**config.mk**
```make
export PLATFORM = sky130hd
export DESIGN_NAME = tmds_channel_decoder_flat
export DESIGN_NICKNAME = d
export VERILOG_FILES = /design/src/rtl/tmds_channel_decoder_if.sv /design/src/rtl/tmds_channel_decoder.sv /design/src/flat_wrapper.sv
export SDC_FILE = /design/constraint.sdc
export NUM_CORES = 1
export LEC_CHECK = 0
export CAP_MARGIN = 20
export CORE_ASPECT_RATIO = 1.1
export CORE_MARGIN = 2
export CORE_UTILIZATION = 53
export CTS_CLUSTER_DIAMETER = 30
export DETAILED_ROUTE_END_ITERATION = 7
export GPL_ROUTABILITY_DRIVEN = 0
export GPL_TIMING_DRIVEN = 0
export PLACE_DENSITY = 0.78
export SLEW_MARGIN = 25
export SYNTH_ARGS = -nofsm -noshare
export SYNTH_HDL_FRONTEND = slang
export SYNTH_SLANG_ARGS = --single-unit
export TNS_END_PERCENT = 50
```
**constraint.sdc**
```tcl
create_clock -name clk -period 10 [get_ports clk]
set_clock_uncertainty 0.2 [all_clocks]
set_input_delay 1 -clock clk [delete_from_list [all_inputs] [get_ports clk]]
set_output_delay 1 -clock clk [all_outputs]
set_load 0.02 [all_outputs]
```
**src/rtl/tmds_channel_decoder_if.sv**
```systemverilog
// Signal bundle for one TMDS channel decoder:
// raw symbols in, decoded byte/control and alignment status out.
interface tmds_channel_decoder_if;
  logic [9:0] symbol_in;
  logic [7:0] data;
  logic [1:0] ctrl;
  logic       de;
  logic       locked;
  logic [3:0] bit_offset;
  logic       lock_lost;

  modport master (
    output symbol_in,
    input  data,
    input  ctrl,
    input  de,
    input  locked,
    input  bit_offset,
    input  lock_lost
  );

  modport slave (
    input  symbol_in,
    output data,
    output ctrl,
    output de,
    output locked,
    output bit_offset,
    output lock_lost
  );
endinterface

```
**src/rtl/tmds_channel_decoder.sv**
```systemverilog
// TMDS channel decoder: word alignment search on control tokens,
// lock tracking, and 10b-to-8b video / control decode.
module tmds_channel_decoder #(
  parameter int SEARCH_WINDOW = 1024,
  parameter int LOCK_TOKENS   = 8,
  parameter int LOSS_WINDOW   = 4096
) (
  input  logic                  clk,
  input  logic                  reset_n,
  tmds_channel_decoder_if.slave bus
);

  localparam logic [12:0] SRCH_LAST = 13'(SEARCH_WINDOW - 1);
  localparam logic [12:0] LOSS_LAST = 13'(LOSS_WINDOW - 1);
  localparam logic [3:0]  LOCK_N    = 4'(LOCK_TOKENS);

  typedef enum logic [1:0] {
    SEARCH,
    CONFIRM,
    LOCKED
  } state_t;

  state_t      state;
  state_t      state_nxt;
  logic [9:0]  sym_d1;
  logic [9:0]  sym_d2;
  logic [19:0] window;
  logic [9:0]  aligned;
  logic [12:0] timer;
  logic [12:0] timer_nxt;
  logic [3:0]  count;
  logic [3:0]  count_nxt;
  logic [3:0]  offset;
  logic [3:0]  offset_nxt;
  logic        is_tok;
  logic [1:0]  tok_val;
  logic        slip;
  logic        lost;
  logic        lk;
  logic [7:0]  vd;
  logic [7:0]  vid;

  logic [7:0]  data_q;
  logic [1:0]  ctrl_q;
  logic        de_q;
  logic        locked_q;
  logic        lost_q;

  // Older symbol sits in the low half, so bit 0 is the earliest bit.
  assign window  = {sym_d1, sym_d2};
  assign aligned = window[{1'b0, offset} +: 10];

  always_comb begin
    is_tok  = 1'b1;
    tok_val = 2'b00;
    unique case (aligned)
      10'h354: tok_val = 2'b00;
      10'h0AB: tok_val = 2'b01;
      10'h154: tok_val = 2'b10;
      10'h2AB: tok_val = 2'b11;
      default: is_tok  = 1'b0;
    endcase
  end

  always_comb begin
    vd     = aligned[9] ? ~aligned[7:0] : aligned[7:0];
    vid    = '0;
    vid[0] = vd[0];
    for (int i = 1; i < 8; i++) begin
      vid[i] = aligned[8] ? (vd[i] ^ vd[i-1])
                          : ~(vd[i] ^ vd[i-1]);
    end
  end

  always_comb begin
    state_nxt = state;
    timer_nxt = timer;
    count_nxt = count;
    slip      = 1'b0;
    lost      = 1'b0;
    unique case (state)
      SEARCH: begin
        if (is_tok) begin
          state_nxt = CONFIRM;
          count_nxt = 4'd1;
          timer_nxt = '0;
        end else if (timer == SRCH_LAST) begin
          slip      = 1'b1;
          timer_nxt = '0;
        end else begin
          timer_nxt = timer + 13'd1;
        end
      end
      CONFIRM: begin
        if (is_tok) begin
          count_nxt = count + 4'd1;
          if (count_nxt == LOCK_N) begin
            state_nxt = LOCKED;
          end
        end else begin
          state_nxt = SEARCH;
          timer_nxt = '0;
          count_nxt = '0;
        end
      end
      LOCKED: begin
        if (is_tok) begin
          timer_nxt = '0;
        end else if (timer == LOSS_LAST) begin
          state_nxt = SEARCH;
          lost      = 1'b1;
          slip      = 1'b1;
          timer_nxt = '0;
          count_nxt = '0;
        end else begin
          timer_nxt = timer + 13'd1;
        end
      end
      default: begin
        state_nxt = SEARCH;
        timer_nxt = '0;
        count_nxt = '0;
      end
    endcase
    offset_nxt = offset;
    if (slip) begin
      offset_nxt = (offset == 4'd9) ? 4'd0 : offset + 4'd1;
    end
  end

  // Outputs follow the state entered on this edge.
  assign lk = (state_nxt == LOCKED);

  always_ff @(posedge clk or negedge reset_n) begin
    if (!reset_n) begin
      sym_d1 <= '0;
      sym_d2 <= '0;
      state  <= SEARCH;
      timer  <= '0;
      count  <= '0;
      offset <= '0;
    end else begin
      sym_d1 <= bus.symbol_in;
      sym_d2 <= sym_d1;
      state  <= state_nxt;
      timer  <= timer_nxt;
      count  <= count_nxt;
      offset <= offset_nxt;
    end
  end

  always_ff @(posedge clk or negedge reset_n) begin
    if (!reset_n) begin
      data_q   <= '0;
      ctrl_q   <= '0;
      de_q     <= 1'b0;
      locked_q <= 1'b0;
      lost_q   <= 1'b0;
    end else begin
      locked_q <= lk;
      lost_q   <= lost;
      if (!lk) begin
        data_q <= '0;
        ctrl_q <= '0;
        de_q   <= 1'b0;
      end else if (is_tok) begin
        data_q <= '0;
        ctrl_q <= tok_val;
        de_q   <= 1'b0;
      end else begin
        data_q <= vid;
        de_q   <= 1'b1;
      end
    end
  end

  assign bus.data       = data_q;
  assign bus.ctrl       = ctrl_q;
  assign bus.de         = de_q;
  assign bus.locked     = locked_q;
  assign bus.bit_offset = offset;
  assign bus.lock_lost  = lost_q;

endmodule

```
**src/flat_wrapper.sv**
```systemverilog
// flat-port wrapper written by rule: the top's interface ports become plain ports
module tmds_channel_decoder_flat 
#(
  parameter int SEARCH_WINDOW = 1024,
  parameter int LOCK_TOKENS   = 8,
  parameter int LOSS_WINDOW   = 4096
)
  (clk, reset_n, bus_symbol_in, bus_data, bus_ctrl, bus_de, bus_locked, bus_bit_offset, bus_lock_lost);
  tmds_channel_decoder_if bus_i ();
  input  logic clk;
  input  logic reset_n;
  input wire logic [$bits(bus_i.symbol_in)-1:0] bus_symbol_in;
  output wire logic [$bits(bus_i.data)-1:0] bus_data;
  output wire logic [$bits(bus_i.ctrl)-1:0] bus_ctrl;
  output wire logic [$bits(bus_i.de)-1:0] bus_de;
  output wire logic [$bits(bus_i.locked)-1:0] bus_locked;
  output wire logic [$bits(bus_i.bit_offset)-1:0] bus_bit_offset;
  output wire logic [$bits(bus_i.lock_lost)-1:0] bus_lock_lost;
  assign bus_i.symbol_in = bus_symbol_in;
  assign bus_data = bus_i.data;
  assign bus_ctrl = bus_i.ctrl;
  assign bus_de = bus_i.de;
  assign bus_locked = bus_i.locked;
  assign bus_bit_offset = bus_i.bit_offset;
  assign bus_lock_lost = bus_i.lock_lost;
  tmds_channel_decoder #(.SEARCH_WINDOW(SEARCH_WINDOW), .LOCK_TOKENS(LOCK_TOKENS), .LOSS_WINDOW(LOSS_WINDOW)) u_core (.clk(clk), .reset_n(reset_n), .bus(bus_i));
endmodule
```
Yosys cells after proc, flatten, opt, wreduce, memory -nomap -nowiden
Index checks and enable logic that the tools add are counted.
{"block": "word_totals", "ff_bits": 56, "latchBits": 0, "ramBits": 0, "romBits": 0, "inputBits": 12, "out_inout_bits": 17, "word_cells": 89, "mem_count": 0}
{"block": "classes", "add_sub_neg": 3, "mul": 0, "div": 0, "magnitude_cmp": 0, "eq_ne": 16, "n_shift": 1, "mux": 40, "bitwise_logic": 15, "n_reduce_logical": 3}
{"operator": "2-to-1 mux 13 bit", "count": 5}
{"operator": "one-hot mux 13 bit (3 select lines)", "count": 1}
{"operator": "2-to-1 mux 8 bit", "count": 3}
{"operator": "== test 10 bit, second input constant", "count": 2}
{"operator": "2-to-1 mux 4 bit", "count": 5}
{"operator": "variable part select 20 x 5 -> 10 bit", "count": 1}
{"operator": "2-to-1 mux 1 bit", "count": 15}
{"operator": "2-to-1 mux 2 bit", "count": 7}
{"operator": "adder 13 x 1 -> 13 bit, second input constant", "count": 1}
{"operator": "== test 13 x 10 -> 1 bit, second input constant", "count": 1}
{"operator": "== test 13 x 12 -> 1 bit, second input constant", "count": 1}
{"operator": "one-hot mux 2 bit (3 select lines)", "count": 2}
{"operator": "one-hot mux 4 bit (3 select lines)", "count": 1}
{"operator": "== test 10 x 8 -> 1 bit, second input constant", "count": 1}
{"operator": "== test 10 x 9 -> 1 bit, second input constant", "count": 1}
{"operator": "adder 4 x 1 -> 4 bit, second input constant", "count": 2}
{"operator": "== test 4 bit, second input constant", "count": 2}
{"operator": "inverter 8 bit", "count": 1}
{"operator": "inverter 1 bit", "count": 7}
{"operator": "bitwise XOR 1 bit", "count": 7}
{"operator": "inequality test 2 x 1 -> 1 bit, second input constant", "count": 3}
{"operator": "== test 2 bit, second input constant", "count": 2}
{"operator": "inequality test 2 bit, second input constant", "count": 2}
{"operator": "OR reduction 4 bit", "count": 1}
{"operator": "other kinds (4)", "count": 4}

Depth between registers and ports, before layout
Gate-level depths: netlist of run 1.
{"block": "depth", "ltp_word": 8, "mapped_depth": 16, "mapped_depth_nobuf": 13}

Least setup slack after synthesis of run 1
OpenSTA, ideal clock, no wires.
{"block": "synth_path", "path_type": "register to register", "startpoint": "reg u_core.offset[0] (netlist: u_core.bus.bit_offset[0])", "endpoint": "reg u_core.offset[1] (netlist: u_core.bus.bit_offset[1])", "setup_time_ps": 128, "t_arrival_ps": 3197, "t_required_ps": 9672, "setup_slack_ps": 6475, "stages_incl_launch_ff": 14, "path_buffers": 3, "period_less_slack_ps": 3525, "cell_sequence": "dfrtp_1 buf_6 buf_4 mux4_2 mux4_2 inv_2 ha_1 nand4_1 a21oi_1 o31ai_2 o21a_1 buf_6 nand4_1 mux2_1"}
{"block": "synth_between", "elab_chain_len": 6, "elab_cells_between_ends": 13, "cone_classes": "add/sub (1); eq/ne (5); shift (1); mux (5); reduce/logical (1)"}
{"item": "from (decl)", "line": "tmds_channel_decoder.sv:33", "rtl": "logic [3:0] offset;"}
{"item": "from (signal assigned)", "line": "tmds_channel_decoder.sv:148", "rtl": "offset <= offset_nxt;"}
{"item": "variable part select 20 x 5 -> 10 bit", "line": "tmds_channel_decoder.sv:51", "rtl": "assign aligned = window[{1'b0, offset} +: 10];"}
{"item": "== test 10 bit (tied with other cells)", "line": "tmds_channel_decoder.sv:56", "rtl": "unique case (aligned)"}
{"item": "OR reduction 4 bit (no source line)"}
{"item": "2-to-1 mux 1 bit", "line": "tmds_channel_decoder.sv:56"}
{"item": "2-to-1 mux 1 bit, on equally long branches", "line": "tmds_channel_decoder.sv:107, tmds_channel_decoder.sv:83"}
{"item": "one-hot mux 1 bit (2 select lines)", "line": "tmds_channel_decoder.sv:81", "rtl": "unique case (state)"}
Several ways; a longest one is shown, not always the timed one.
A chain may end at the register's enable or synchronous reset.

Worst setup path after layout of run 1
{"block": "layout_path", "startpoint": "reg u_core.offset[0] (netlist: u_core.bus.bit_offset[0])", "endpoint": "reg u_core.timer[0]"}
{"block": "layout_between", "elab_chain_len": 6, "elab_cells_between_ends": 11, "cone_classes": "eq/ne (5); shift (1); mux (4); reduce/logical (1)"}
{"item": "variable part select 20 x 5 -> 10 bit *", "line": "tmds_channel_decoder.sv:51"}
{"item": "== test 10 bit (tied with other cells)", "line": "tmds_channel_decoder.sv:56"}
{"item": "OR reduction 4 bit (no source line) *"}
{"item": "2-to-1 mux 1 bit *", "line": "tmds_channel_decoder.sv:56"}
{"item": "2-to-1 mux 13 bit, on equally long branches", "line": "tmds_channel_decoder.sv:107, tmds_channel_decoder.sv:83"}
{"item": "one-hot mux 13 bit (3 select lines)", "line": "tmds_channel_decoder.sv:81"}
{"item": "to (signal assigned)", "line": "tmds_channel_decoder.sv:146", "rtl": "timer <= timer_nxt;"}
{"item": "to (decl)", "line": "tmds_channel_decoder.sv:29", "rtl": "logic [12:0] timer;"}
Every way passes the cells marked *; elsewhere a longest branch is shown, timed or not.

==> results of run 1 <==
[stage by stage]
stage | total power, mW | hold slack [ns] | utilization | cells | setup WS, ns
2_1_floorplan | 0.317 | 0.184 | - | 292 | 6.48
3_3_place_gp | 0.336 | 0.213 | 0.605 | 400 | 6.06
3_5_place_dp | 0.340 | 0.223 | 0.609 | 401 | 6.28
4_1_cts | 0.468 | 0.245 | 0.624 | 409 | 6.25
5_1_grt | 0.488 | 0.261 | 0.624 | 409 | 6.00
6_report | 0.467 | 0.245 | 0.624 | 409 | 6.25
[worst max path at each step]
stage                                   startpoint                  endpoint  depth (start not counted)
final                     u_core.bus.bit_offset[0]           u_core.timer[0]                         13
after global routing      u_core.bus.bit_offset[0]           u_core.timer[0]                         13
after CTS                 u_core.bus.bit_offset[0]           u_core.timer[1]                         13
after detailed placement  u_core.bus.bit_offset[0]           u_core.count[1]                         14
after global placement                     reset_n           u_core.timer[6]                          1
after floorplan           u_core.bus.bit_offset[0]  u_core.bus.bit_offset[1]                         13
[worst max-delay path, stage by stage, from the launching register on]
cell and delay, ns:
dfrtp_1 0.47, buf_6 0.20, buf_4 0.23, mux4_2 0.55, mux4_2 0.54, inv_1 0.08, ha_1 0.14, nand4_1 0.11
a21oi_1 0.17, o31ai_2 0.13, o21a_1 0.16, nor2_2 0.22, buf_2 0.28, mux2_2 0.18
[state kept, by name, indices dropped and copies added, names as in the netlist, 2 cells and up]
name	cells
u_core.timer	13
u_core.count	4
u_core.bus.ctrl	2
u_core.bus.bit_offset	4
u_core.state	2
u_core.sym_d2	10
u_core.sym_d1	10
u_core.bus.data	8
[cells in the final DEF, fill, tap and decap left out, drive strengths merged, types with 7 or more instances in the layout]
cell type and n:
buf 12, clkbuf 8, clkdlybuf4s50 27, dfrtp 56, ha 10, inv 14, mux2i 19, mux4 17
nand2 19, nand3 8, nor2 26, nor3 7, o21ai 11, xnor2 12
[per-layer routing]
layer  up-vias  share of wire  global-route usage  routed length, µm
li1       1142              -                   -                  -
met3        12          0.052              0.0375                336
met1      1205           0.44               0.271               2820
met2        73           0.49               0.345               3150
met5         -              0                   0                  0
met4         0          0.020              0.0674                132
[power groups by stage]
stage,sequential [mW],clock [mW],combinational (mW)
after CTS,0.264,0.132,0.0725
after floorplan,0.263,0,0.0541
final,0.265,0.131,0.0720
after global placement,0.267,0,0.0690
after global routing,0.267,0.140,0.0807
after detailed placement,0.268,0,0.0721
[logic make-up after synthesis]
group,after synthesis
compound gates,48
flops,56
simple gates,97
xor+xnor,15
fa+ha+maj,10
mux,40
buf+inv,26
[Yosys cell counts (all sizes together) (2+ instances only)]
cell type,n,area (µm²)
dfrtp,56,1400
nor2,26,100
mux2i,19,190
nand2,19,71.3
mux4,17,383
inv,13,48.8
xnor2,12,105
o21ai,11,58.8
buf,10,80.1
ha,10,125
nand3,8,45.0
nor3,7,40.0
a211o,5,43.8
a21o,5,37.5
a21oi,5,25.0
nand4,5,31.3
a22o,4,35.0
and3,4,25.0
mux2,4,45.0
nand2b,4,25.0
nor2b,4,25.0
nor4,4,25.0
a221o,3,30.0
clkbuf,3,11.3
o21a,3,22.5
or2,3,18.8
xor2,3,26.3
a2bb2oi,2,17.5
and2,2,12.5
nand3b,2,15.0
nor3b,2,15.0
nor4b,2,23.8
o31ai,2,25.0
or3,2,12.5
or4,2,15.0
[layout make-up]
type	count	area (µm²)
fill	509	2290
multi-input combinational	210	1760
sequential	56	1400
timing repair buffer	29	298
tap	80	100
buffer	13	91.3
clock buffer	5	68.8
inverter	13	48.8
clock inverter	3	22.5
==> summary.json, run 1 <==
{
  "status": {"value": "finished, final reports clean"},
  "avgViaCountPerCell": {"value": 5.95},
  "finalCritPeriodShare": {"value": 0.375},
  "power_switching": {"value": 0.132, "unit": "mW"},
  "tritoncts_clock_tree": {"value": "built"},
  "timing.final.setup_violations": {"value": 0},
  "worst_hold_path.num_cells": {"value": 0},
  "fmaxAchievable": {"value": 267, "unit": "MHz"},
  "detailedRoute.firstIterationViolations": {"value": 115},
  "ys.flop_type": {"value": "dfrtp_1"},
  "worst_ep_arrival_time": {"value": 3.81, "unit": "ns"},
  "core.rowCount": {"value": 30},
  "static-leakage-power": {"value": 1.63, "unit": "nW"},
  "grt_max_degree": {"value": 32},
  "yosys_register_bits": {"value": 56},
  "power-per-cell-area": {"value": 123, "unit": "nW/µm²"},
  "insertedDiodeCount": {"value": 0},
  "cts_hold_buf": {"value": 0},
  "holdCritPathClass": {"value": "reg2reg"},
  "syn-cell-area": {"value": 3300, "unit": "µm²"},
  "ctsResizeCount": {"value": 0},
  "synth_simple_gate_area_frac": {"value": 0.154},
  "initial_core_util": {"value": 0.543},
  "routed-via-count": {"value": 2432},
  "cp-start-kind": {"value": "flop"},
  "clock_path_buffers": {"value": 2},
  "compound_cell_area_share_of_the_yosys_netlist": {"value": 0.113},
  "totalWireLength": {"value": 6.45, "unit": "mm"},
  "power.share.clock": {"value": 0.280},
  "power.ir.vdd_worst": {"value": 87.1, "unit": "µV"},
  "areaGrowthSynthToFinish": {"value": 15.0, "unit": "%"},
  "insertion_delay": {"value": 0.32, "unit": "ns"},
  "die-width": {"value": 79.2, "unit": "µm"},
  "synthAdderAreaFrac": {"value": 0.0379},
  "antenna_violations_before_repair": {"value": 0},
  "main_combinational_cell_family_by_area_after_synthesis": {"value": "multiplexers"},
  "p_int": {"value": 0.335, "unit": "mW"},
  "die-area": {"value": 6870, "unit": "µm²"},
  "synth-seq-area-share": {"value": 0.425},
  "yosys-mux-area-fraction": {"value": 0.187},
  "least_margin_pin_slew": {"value": 0.703, "unit": "ns"},
  "netlist_instances": {"value": 292},
  "maxSlewHeadroom": {"value": 0.527},
  "fp.dieH": {"value": 86.8, "unit": "µm"},
  "hold_path_startpoint": {"value": "u_core.sym_d1[4]"},
  "final_layout_size_suffix_gt1_frac": {"value": 0.167},
  "regToRegSetupSlack": {"value": 6.25, "unit": "ns"},
  "timing.reg2reg.worst_path_depth": {"value": 13},
  "wl_per_cell": {"value": 15.8, "unit": "µm"},
  "pwr-share-comb": {"value": 0.154},
  "finalInstanceArea": {"value": 3790, "unit": "µm²"},
  "count_of_final_hold_check_violations": {"value": 0},
  "rsz0062_at_grt": {"value": "false"},
  "rr_endpoint": {"value": "u_core.timer[0]"},
  "wire_length_of_the_first_global_routing_pass": {"value": 11.1, "unit": "mm"},
  "postRouteAntennaNets": {"value": 0},
  "post_route_setup_tns": {"value": 0, "unit": "ns"},
  "hold-path-endpoint": {"value": "u_core.sym_d2[4]"},
  "cts_buffers": {"value": 5},
  "dp.final_hpwl": {"value": 4.77, "unit": "mm"},
  "maxSlewViolCount": {"value": 0},
  "synth_area_per_cell": {"value": 11.3, "unit": "µm²"},
  "core_region_area": {"value": 6080, "unit": "µm²"},
  "seq_power_share": {"value": 0.566},
  "nNetsFinal": {"value": 350},
  "synth_xor_xnor_area_share": {"value": 0.0398},
  "drv_cap": {"value": 0},
  "dpl-instance-area": {"value": 3700, "unit": "µm²"},
  "postSynthNetCount": {"value": 314},
  "postSynth.asyncResetShare": {"value": 1.00},
  "critical_path.reg2reg.startpoint": {"value": "u_core.bus.bit_offset[0]"},
  "synthesis.yosys.warnings": {"value": 0},
  "cp-end-kind": {"value": "flop"},
  "clock_tree_root_driver_cell": {"value": "clkbuf_8"},
  "setup.worst_path.class": {"value": "reg2reg"},
  "synth_enable_flop_cells": {"value": 0},
  "critical_path_peak_fanout": {"value": 10},
  "grt.total_usage": {"value": 0.205},
  "grt.overflow.total": {"value": 0},
  "post-cts-setup-buffers": {"value": 0},
  "dr.pass1.iters": {"value": 4},
  "port_buffer_count": {"value": 28},
  "route.detailed.drc": {"value": 0},
  "synth_cell_types": {"value": 53},
  "io_pins": {"value": 29},
  "clk_pin_slew": {"value": 0.10, "unit": "ns"},
  "timing.final.crit_period": {"value": 3.75, "unit": "ns"},
  "tritoncts_num_sinks": {"value": 56},
  "grt_pass1_vias": {"value": 2394},
  "required": {"value": 10.06, "unit": "ns"},
  "cts_max_level": {"value": 2},
  "switching_share": {"value": 0.283}
}
(Power assumes the default switching activity.)
==> run 2, diff against run 1 <==
==> constraint.sdc (replaced) <==
create_clock -name clk -period 3.6 [get_ports clk]
set_clock_uncertainty 0.2 [all_clocks]
set_input_delay 0.36 -clock clk [delete_from_list [all_inputs] [get_ports clk]]
set_output_delay 0.36 -clock clk [all_outputs]
set_load 0.02 [all_outputs]
==> run 2 against run 1 <==
First-iteration DRC count down 17%. Critical path depth fell by 3. Worst hold slack lost 0.0066 ns. Fmax grew 8.9%. Combinational power grew to 2.8 times the previous value. Register-to-register slack got worse by 6.1 ns. Sequential share of layout area is 0.58 points lower. Sequential power rose to 2.8 times the previous value. Critical path type unchanged. Highest routed layer unchanged.
==> summary.json, run 2 (same netlist as run 1, synthesis figures left out) <==
{
  "status": {"value": "finished, final reports clean"},
  "most-common-layout-cells": {"value": "55 x dfrtp_1, 27 x clkdlybuf4s50_1, 25 x nor2_1, 19 x nand2_1, 18 x mux2i_1"},
  "grt.total_usage": {"value": 0.203},
  "clk_pin_slew": {"value": 0.11, "unit": "ns"},
  "fmaxAchievable": {"value": 291, "unit": "MHz"},
  "clock_tree_root_driver_cell": {"value": "clkbuf_8"},
  "maxSlewHeadroom": {"value": 0.527},
  "postRouteAntennaNets": {"value": 0},
  "post-place-ws": {"value": -0.125, "unit": "ns"},
  "initial_core_util": {"value": 0.543},
  "most_common_library_cell_in_the_layout_ignoring_fill_and_taps": {"value": "dfrtp_1"},
  "holdCritPathClass": {"value": "reg2reg"},
  "antenna_violations_before_repair": {"value": 0},
  "timing.final.crit_period": {"value": 3.44, "unit": "ns"},
  "io_pins": {"value": 29},
  "avgViaCountPerCell": {"value": 5.92},
  "critPathBufInv": {"value": 1},
  "core_region_area": {"value": 6080, "unit": "µm²"},
  "dp.final_hpwl": {"value": 4.77, "unit": "mm"},
  "power.ir.vdd_worst": {"value": 241, "unit": "µV"},
  "tritoncts_num_sinks": {"value": 56},
  "timing.critical_path.slowest_stage_cell": {"value": "mux4_2"},
  "critical_path_peak_fanout": {"value": 19},
  "port_buffer_count": {"value": 28},
  "tritoncts_clock_tree": {"value": "built"},
  "biggestRegsByFlops": {"value": "u_core.timer x13, u_core.sym_d1 x10, u_core.sym_d2 x10"},
  "required": {"value": 3.61, "unit": "ns"},
  "n_fill_cell": {"value": 497},
  "path_common_cell": {"value": "mux4_2"},
  "nNetsFinal": {"value": 352},
  "cts_buffers": {"value": 5},
  "power-per-cell-area": {"value": 337, "unit": "nW/µm²"},
  "fp.dieH": {"value": 86.8, "unit": "µm"},
  "count_of_final_hold_check_violations": {"value": 0},
  "wl_per_cell": {"value": 15.6, "unit": "µm"},
  "insertion_delay": {"value": 0.32, "unit": "ns"},
  "timing.final.setup_violations": {"value": 0},
  "cp-start-kind": {"value": "flop"},
  "placed_cells_incl_taps": {"value": 401},
  "detailedRoute.firstIterationViolations": {"value": 96},
  "least_margin_pin_slew": {"value": 0.704, "unit": "ns"},
  "die-width": {"value": 79.2, "unit": "µm"},
  "dr.pass1.iters": {"value": 4},
  "worst_path_largest_cell_delay": {"value": 0.55, "unit": "ns"},
  "insertedDiodeCount": {"value": 0},
  "route.detailed.drc": {"value": 0},
  "grt.overflow.total": {"value": 0},
  "core.rowCount": {"value": 30},
  "die-area": {"value": 6870, "unit": "µm²"},
  "totalWireLength": {"value": 6.42, "unit": "mm"},
  "regMostFlops": {"value": "u_core.timer"},
  "finalCritPeriodShare": {"value": 0.956},
  "path_delay_family": {"value": "multiplexers"},
  "instances_no_fill": {"value": 411},
  "maxSlewViolCount": {"value": 0},
  "setup.worst_path.class": {"value": "reg2reg"},
  "largest_register_ffs": {"value": 13},
  "fin_ws": {"value": 0.160, "unit": "ns"},
  "routed-via-count": {"value": 2433},
  "grt_pass1_vias": {"value": 2375},
  "final_util": {"value": 0.635},
  "grt_max_degree": {"value": 32},
  "cell_by_cell_listing_of_the_critical_path": {"value": "buf_12, mux4_2, mux4_2, ha_1, nand4_1, a21oi_2, o31ai_2, o21ai_2, o21a_1, a221o_1"},
  "clock_path_buffers": {"value": 2},
  "cts_max_level": {"value": 2},
  "wire_length_of_the_first_global_routing_pass": {"value": 11.0, "unit": "mm"},
  "areaGrowthSynthToFinish": {"value": 17.0, "unit": "%"},
  "fin_total_pwr": {"value": 1.30, "unit": "mW"},
  "final_layout_size_suffix_gt1_frac": {"value": 0.184},
  "drv_cap": {"value": 0},
  "worst_ep_arrival_time": {"value": 3.45, "unit": "ns"},
  "cp-end-kind": {"value": "flop"},
  "static-leakage-power": {"value": 1.65, "unit": "nW"}
}
run 2: cell count changes in the layout (fill, tap and decap cells not counted), sizes merged:
cell	change
buf	+2
clkbuf	-1
dlygate4sd3	+1
run 2: routing by layer:
metal	global-route usage	wire length [µm]
met5	0	0
met4	0.0627	119
met3	0.0375	297
met2	0.344	3210
met1	0.267	2790
run 2: power by group:
part / leakage [nW] / internal (mW) / switching (mW)
combinational: 0.877 / 0.114 / 0.0875
sequential: 0.721 / 0.677 / 0.0581
clock: 0.0485 / 0.140 / 0.222
run 2: per-stage QoR:
step / TNS (ns) / cell area (µm²) / hold WS (ns)
after detailed placement: -1.40 / 3700 / 0.0915
after global routing: -0.00197 / 3860 / 0.261
after global placement: -0.573 / 3680 / 0.213
after CTS: 0 / 3800 / 0.245
after floorplan: 0 / 3300 / -0.136
final: 0 / 3860 / 0.238
run 2: timing repair:
item	CTS	global route
pin swaps	0	0
hold endpoints to repair	25	0
setup buffers	0	3
resized for setup	3	9
endpoints found under the setup margin	22	23
hold buffers	1	0
run 2: worst paths after layout:
path / end / slack, ns / from / depth (start not counted)
hold reg to reg: u_core.sym_d2[4] / 0.24 / u_core.sym_d1[4] / 0
hold / removal: u_core.sym_d2[4] / 0.24 / u_core.sym_d1[4] / 0
max in group asynchronous: u_core.bus.bit_offset[0] / 2.44 / reset_n / 3
setup / recovery: u_core.count[1] / 0.16 / u_core.bus.bit_offset[0] / 10
setup reg to reg: u_core.count[1] / 0.16 / u_core.bus.bit_offset[0] / 10
min in group asynchronous: u_core.sym_d2[1] / 0.28 / reset_n / 2
run 2: final cells by class:
cell class / instances / area, µm² / area share
Multi-Input combinational cell: 210 / 1780 / 0.462
Buffer: 11 / 101 / 0.0263
Sequential cell: 56 / 1400 / 0.363
Clock inverter: 3 / 22.5 / 0.00584
Inverter: 13 / 48.8 / 0.0126
Timing Repair Buffer: 33 / 330 / 0.0856
Tap cell: 80 / 100 / 0.0259
Clock buffer: 5 / 68.8 / 0.0178
